### config.mk
export PLATFORM = sky130hd
export DESIGN_NAME = fetch_inst_queue
export DESIGN_NICKNAME = d
export VERILOG_FILES = /design/src/rtl/fetch_inst_queue_pkg.sv /design/src/rtl/fetch_inst_queue_ram.sv /design/src/rtl/fetch_inst_queue.sv
export SDC_FILE = /design/constraint.sdc
export NUM_CORES = 1
export LEC_CHECK = 0
export ABC_AREA = 0
export BUFFER_PORTS_ARGS = -buffer_cell sky130_fd_sc_hd__buf_2
export CORE_ASPECT_RATIO = 1.75
export CORE_MARGIN = 2
export CORE_UTILIZATION = 50
export DETAILED_ROUTE_END_ITERATION = 16
export GPL_ROUTABILITY_DRIVEN = 0
export PLACE_DENSITY = 0.72
export SLEW_MARGIN = 20
export SYNTH_ARGS = -nofsm -noshare
export SYNTH_HDL_FRONTEND = slang
export SYNTH_SLANG_ARGS = --single-unit
### constraint.sdc
create_clock -name clk -period 20.4 [get_ports clk]
set_input_delay 2.04 -clock clk [delete_from_list [all_inputs] [get_ports clk]]
set_output_delay 2.04 -clock clk [all_outputs]
set_load 0.05 [all_outputs]
### src/rtl/fetch_inst_queue_pkg.sv
// rtl/fetch_inst_queue_pkg.sv - shared constants and types for the fetch instruction queue
package fetch_inst_queue_pkg;

    localparam int DEPTH_WIDTH = 3;
    localparam int INST_WIDTH  = 32;
    localparam int PC_WIDTH    = 32;
    localparam int ENTRIES     = 1 << DEPTH_WIDTH;
    localparam int ENTRY_WIDTH = INST_WIDTH + PC_WIDTH;

    // One queued instruction; packed so {inst, pc} is the storage word layout.
    typedef struct packed {
        logic [INST_WIDTH-1:0] inst;
        logic [PC_WIDTH-1:0]   pc;
    } iq_entry_t;

    typedef logic [DEPTH_WIDTH-1:0] iq_ptr_t;
    typedef logic [DEPTH_WIDTH:0]   iq_count_t;

    // Split a storage word back into its fields.
    function automatic iq_entry_t iq_unpack(input logic [ENTRY_WIDTH-1:0] word);
        iq_entry_t e;
        e = iq_entry_t'(word);
        return e;
    endfunction

endpackage

### src/rtl/fetch_inst_queue_ram.sv
// rtl/fetch_inst_queue_ram.sv - dual-write, dual-read register array for queued instructions
module fetch_inst_queue_ram
    import fetch_inst_queue_pkg::*;
#(
    parameter int addr_width = DEPTH_WIDTH,
    parameter int data_width = ENTRY_WIDTH
) (
    input  logic                  clk,
    input  logic                  we0,
    input  logic [addr_width-1:0] waddr0,
    input  logic [data_width-1:0] wdata0,
    input  logic                  we1,
    input  logic [addr_width-1:0] waddr1,
    input  logic [data_width-1:0] wdata1,
    input  logic [addr_width-1:0] raddr0,
    output logic [data_width-1:0] rdata0,
    input  logic [addr_width-1:0] raddr1,
    output logic [data_width-1:0] rdata1
);

    logic [data_width-1:0] mem [1 << addr_width];

    // Write up to two entries per cycle; the addresses are always distinct when both fire.
    always_ff @(posedge clk) begin
        if (we0) begin
            mem[waddr0] <= wdata0;
        end
        if (we1) begin
            mem[waddr1] <= wdata1;
        end
    end

    assign rdata0 = mem[raddr0];
    assign rdata1 = mem[raddr1];

endmodule

### src/rtl/fetch_inst_queue.sv
// rtl/fetch_inst_queue.sv - instruction queue between the icache and decode
module fetch_inst_queue
    import fetch_inst_queue_pkg::*;
#(
    parameter int depth_width = DEPTH_WIDTH,
    parameter int inst_width  = INST_WIDTH
) (
    input  logic                   clk,
    input  logic                   rstn,
    input  logic                   flush,
    input  logic                   in_valid,
    output logic                   in_ready,
    input  logic [2*inst_width-1:0] in_inst,
    input  logic [PC_WIDTH-1:0]    in_pc,
    input  logic                   in_flag,
    output logic                   out_valid0,
    output logic [inst_width-1:0]  out_inst0,
    output logic [PC_WIDTH-1:0]    out_pc0,
    output logic                   out_valid1,
    output logic [inst_width-1:0]  out_inst1,
    output logic [PC_WIDTH-1:0]    out_pc1,
    input  logic                   dec_accept,
    output logic [depth_width:0]   count
);

    localparam int entries     = 1 << depth_width;
    localparam int entry_width = inst_width + PC_WIDTH;

    // Accept only when two slots are free, so a two-instruction packet always fits.
    localparam logic [depth_width:0] ready_limit = (depth_width + 1)'(entries - 2);
    localparam logic [depth_width:0] count_one   = (depth_width + 1)'(1);

    logic [depth_width-1:0] head_q;
    logic [depth_width-1:0] tail_q;
    logic [depth_width:0]   count_q;

    logic [depth_width-1:0] head_d;
    logic [depth_width-1:0] tail_d;
    logic [depth_width:0]   count_d;

    logic                   push;
    logic                   pop;
    logic [1:0]             wnum;
    logic [1:0]             rnum;

    logic [entry_width-1:0] wdata0;
    logic [entry_width-1:0] wdata1;
    logic [entry_width-1:0] rdata0;
    logic [entry_width-1:0] rdata1;
    logic [depth_width-1:0] tail_plus1;
    logic [depth_width-1:0] head_plus1;

    // Status depends only on registered count, never on this cycle's dec_accept.
    assign in_ready   = (count_q <= ready_limit);
    assign out_valid0 = (count_q != '0);
    assign out_valid1 = (count_q > count_one);
    assign count      = count_q;

    assign push = in_valid & in_ready;
    assign pop  = dec_accept & out_valid0;
    assign wnum = push ? (in_flag ? 2'd2 : 2'd1) : 2'd0;
    assign rnum = pop ? (out_valid1 ? 2'd2 : 2'd1) : 2'd0;

    assign tail_plus1 = tail_q + depth_width'(1);
    assign head_plus1 = head_q + depth_width'(1);

    assign wdata0 = {in_inst[inst_width-1:0], in_pc};
    assign wdata1 = {in_inst[2*inst_width-1:inst_width], in_pc + PC_WIDTH'(4)};

    fetch_inst_queue_ram #(
        .addr_width (depth_width),
        .data_width (entry_width)
    ) u_ram (
        .clk    (clk),
        .we0    (push & ~flush),
        .waddr0 (tail_q),
        .wdata0 (wdata0),
        .we1    (push & in_flag & ~flush),
        .waddr1 (tail_plus1),
        .wdata1 (wdata1),
        .raddr0 (head_q),
        .rdata0 (rdata0),
        .raddr1 (head_plus1),
        .rdata1 (rdata1)
    );

    // Next pointer/count state; flush overrides any same-cycle push or pop.
    always_comb begin
        head_d  = head_q + depth_width'(rnum);
        tail_d  = tail_q + depth_width'(wnum);
        count_d = count_q + (depth_width + 1)'(wnum) - (depth_width + 1)'(rnum);
        if (flush) begin
            head_d  = '0;
            tail_d  = '0;
            count_d = '0;
        end
    end

    // Pointer and occupancy registers.
    always_ff @(posedge clk or negedge rstn) begin
        if (!rstn) begin
            head_q  <= '0;
            tail_q  <= '0;
            count_q <= '0;
        end else begin
            head_q  <= head_d;
            tail_q  <= tail_d;
            count_q <= count_d;
        end
    end

    // Present the two oldest entries, zeroed when not valid.
    always_comb begin
        out_inst0 = '0;
        out_pc0   = '0;
        out_inst1 = '0;
        out_pc1   = '0;
        if (out_valid0) begin
            out_inst0 = rdata0[entry_width-1:PC_WIDTH];
            out_pc0   = rdata0[PC_WIDTH-1:0];
        end
        if (out_valid1) begin
            out_inst1 = rdata1[entry_width-1:PC_WIDTH];
            out_pc1   = rdata1[PC_WIDTH-1:0];
        end
    end

endmodule

==> impl_metrics.yaml <==
global_route:
  grt_pass1_wl_mm: 149.4
  globalRouteMet2Util_pct: 53.73
  grt_start_max_net_pins: 142
  track_usage_pct: 31.72
  antenna_found_initial: 20
  gr-total-overflow: 0
  use_met1_pct: 37.13
  top_usage_layer: "met2"
  grt_pass1_vias: 24410
  gr-usage-met3_pct: 5.672
worst_setup_path:
  critPathSlowestCell: "dfrtp_4"
  slowest_delay_ns: 1.01
  critical_path_class: "flip-flop to primary output"
  crit_chain: "ha_4 > buf_4 > buf_4 > mux4_2 > nand2_1 > a21oi_1 > buf_2"
  worstPathMaxFanout: 51
  r2r_slack_ns: 15.91
  cp.arrival_ns: 4.92
  worst_setup_path_start_kind: "flip-flop"
  cp-end-kind: "primary output"
  cp_common_cell: "buf_4"
  cp.required_ns: 18.36
placement:
  numPortBuffers: 236
  dp_hpwl_mm: 59.03
  dpl_worst_slack_ns: 13.98
pwr:
  ir_drop_mv: 0.1310
  p_per_area_mw_per_mm2: 139.7
  p_leak_nw: 12.34
layout:
  n_fill_cell: 5141
  synthToLayoutAreaGrowth_pct: 10.13
  drive_above_1_share_pct: 22.81
  multiInputGateArea_mm2: 0.01459
  seq_area_mm2: 0.01564
  nets: 2976
logic_synthesis:
  yosys_warnings: 0
  syn_inst: 2794
  synth_top_family_by_area: "multiplexers"
  syn_nets: 2912
  synth_compound_area_share_pct: 1.265
  yosysTopAreaCell: "edfxtp_1"
  synth.avg_cell_area_um2: 11.19
  ys_seq_area_share_pct: 49.99
  async_flop_share_pct: 1.916
  yosys-top-cells-area: "edfxtp_1, mux4_2, nand2_1"
  synth_top_area_share_pct: 49.19
  yosys_most_used_dff: "edfxtp_1"
  synth-simple-area-share_pct: 16.70
  synth_edf_count: 512
  synth_adder_area_share_pct: 0.7366
  synth_cell_types: 45
  synthXorXnorAreaFrac_pct: 6.725
  synth_area_mm2: 0.03126
  muxShareOfSynthArea_pct: 20.60
  ys_ff_latch: 522
sta:
  setup_tns_ns: 0
  tightest_slew_ns: 1.109
  fmax_ghz: 0.1436
  rsz0062_at_grt: "no"
  period_share_pct: 34.13
  fin_crit_ns: 6.962
  max_slew_margin_pct: 25.50
  setup_violations: 0
  finalWorstSetupSlack_ns: 13.44
  hold_violations: 0
  final_max_slew_viol_count: 0
  fin_skew_ns: 0.02439
clocking:
  cts_setup_buffers: 0
  clock-sinks: 522
  path_clk_slew_ns: 0.07
  hold_buffers: 0
  cts.path.max_buffers: 3
  numCtsBuffers: 48
  cts_max_level: 2
  cts_resized: 0
  cts_tree: "yes"
  clk_latency_ns: 0.62
  clockRootBuffer: "clkbuf_16"
drt:
  routed_wl_mm: 102.0
  routedWlPerCell_um: 27.50
  first_iter_violations: 2670
  final_antenna_net_count: 0
  vias: 23700
  first_pass_iters: 6
  vias_per_cell: 6.393
  drc_errors: 0
floorplanning:
  std_cell_rows: 121
  start_util_pct: 50.35
  ios: 237
  die_area_mm2: 0.06461
  dieWidth_um: 193
  die_h_um: 334.8
  core-area_mm2: 0.06207
flow_run:
  max-cap-violations: 0
status:
  status: "complete, no violations"
worst_hold_path:
  hold_path.class: "flip-flop to flip-flop"
## final timing paths
kind	startpoint	end	depth (start not counted)
max in group asynchronous	rstn	head_q[2]$_DFF_PN0_	1
setup reg to reg	count[2]$_DFF_PN0_	count[3]$_DFF_PN0_	15
setup / recovery	head_q[0]$_DFF_PN0_	out_inst1[31]	7
min in group asynchronous	rstn	head_q[1]$_DFF_PN0_	1
hold / removal	tail_q[2]$_DFF_PN0_	tail_q[2]$_DFF_PN0_	2
hold reg to reg	tail_q[2]$_DFF_PN0_	tail_q[2]$_DFF_PN0_	2
## per-layer routing
layer	routed length, um	up-vias
met5	92	-
met4	6347	14
met3	10020	433
met2	51290	1641
met1	34210	11780
li1	-	9835
## stage by stage
| step | area, um^2 | hold slack [ns] | utilization, % | std cells | power, mW |
|---|---|---|---|---|---|
| 2_1_floorplan | 31260 | 0.5911 | - | 2794 | 3.307 |
| 3_3_place_gp | 32880 | 0.6385 | 52.98 | 3607 | 3.902 |
| 3_5_place_dp | 32880 | 0.6720 | 52.98 | 3607 | 3.940 |
| 4_1_cts | 34360 | 0.6926 | 55.36 | 3692 | 4.818 |
| 5_1_grt | 34420 | 0.7156 | 55.44 | 3704 | 4.984 |
| 6_report | 34420 | 0.7054 | 55.46 | 3707 | 4.809 |
## area by class of cell
type                            count  share of cell area (%)
Antenna cell                       15                  0.1090
Sequential cell                   522                   45.42
Tap cell                          799                   2.904
Timing Repair Buffer              291                   4.678
Multi-Input combinational cell   1977                   42.39
Clock inverter                     26                  0.6870
Clock buffer                       59                   3.609
Inverter                           18                  0.1963
## sequential cells by signal, indices dropped and copies added, names as in the netlist
signal / flops
u_ram.mem: 512
tail_q: 3
count: 4
head_q: 3
## worst max-delay path, delay by kind of cell (launching register included)
| family | cells | cell delay [ns] |
|---|---|---|
| buffers and inverters | 3 | 1.86 |
| DFF | 1 | 1.01 |
| adders and majority gates | 1 | 0.57 |
| AOI/OAI and AO/OA | 1 | 0.39 |
| muxes | 1 | 0.38 |
| and+or+nand+nor | 1 | 0.06 |
## report_power, final
part           total (mW)  leakage [nW]  switching, mW  internal (mW)
combinational        2.60          6.87           1.73          0.869
clock               0.891         0.717          0.408          0.483
sequential           1.32          4.76         0.0701           1.25
total                4.81          12.3           2.20           2.60
## cell families after synthesis
group,Yosys count
xor+xnor,240
fa+ha+maj,16
simple gates,1322
buf+inv,295
mux,323
flops,522
compound gates,76
## cells in the mapped netlist, drive strengths merged, types with 18 or more instances
| master | n |
|---|---|
| nand2 | 1064 |
| edfxtp | 512 |
| mux4 | 256 |
| nor2 | 170 |
| xnor2 | 156 |
| clkbuf | 155 |
| buf | 122 |
| xor2 | 84 |
| a21oi | 67 |
| mux2i | 66 |
| inv | 18 |
| nand3 | 18 |
## cell usage in the layout, fill, tap and decap left out, types with 48 or more instances in the layout
master and instances:
clkbuf_16 48, mux2i_1 66, edfxtp_1 512, a21oi_1 66
nor2_1 163, nand2_1 1064, mux4_2 256, buf_4 53
buf_2 236, xor2_1 83, xnor2_1 155
No activity file was read; power rests on OpenSTA's default activity.
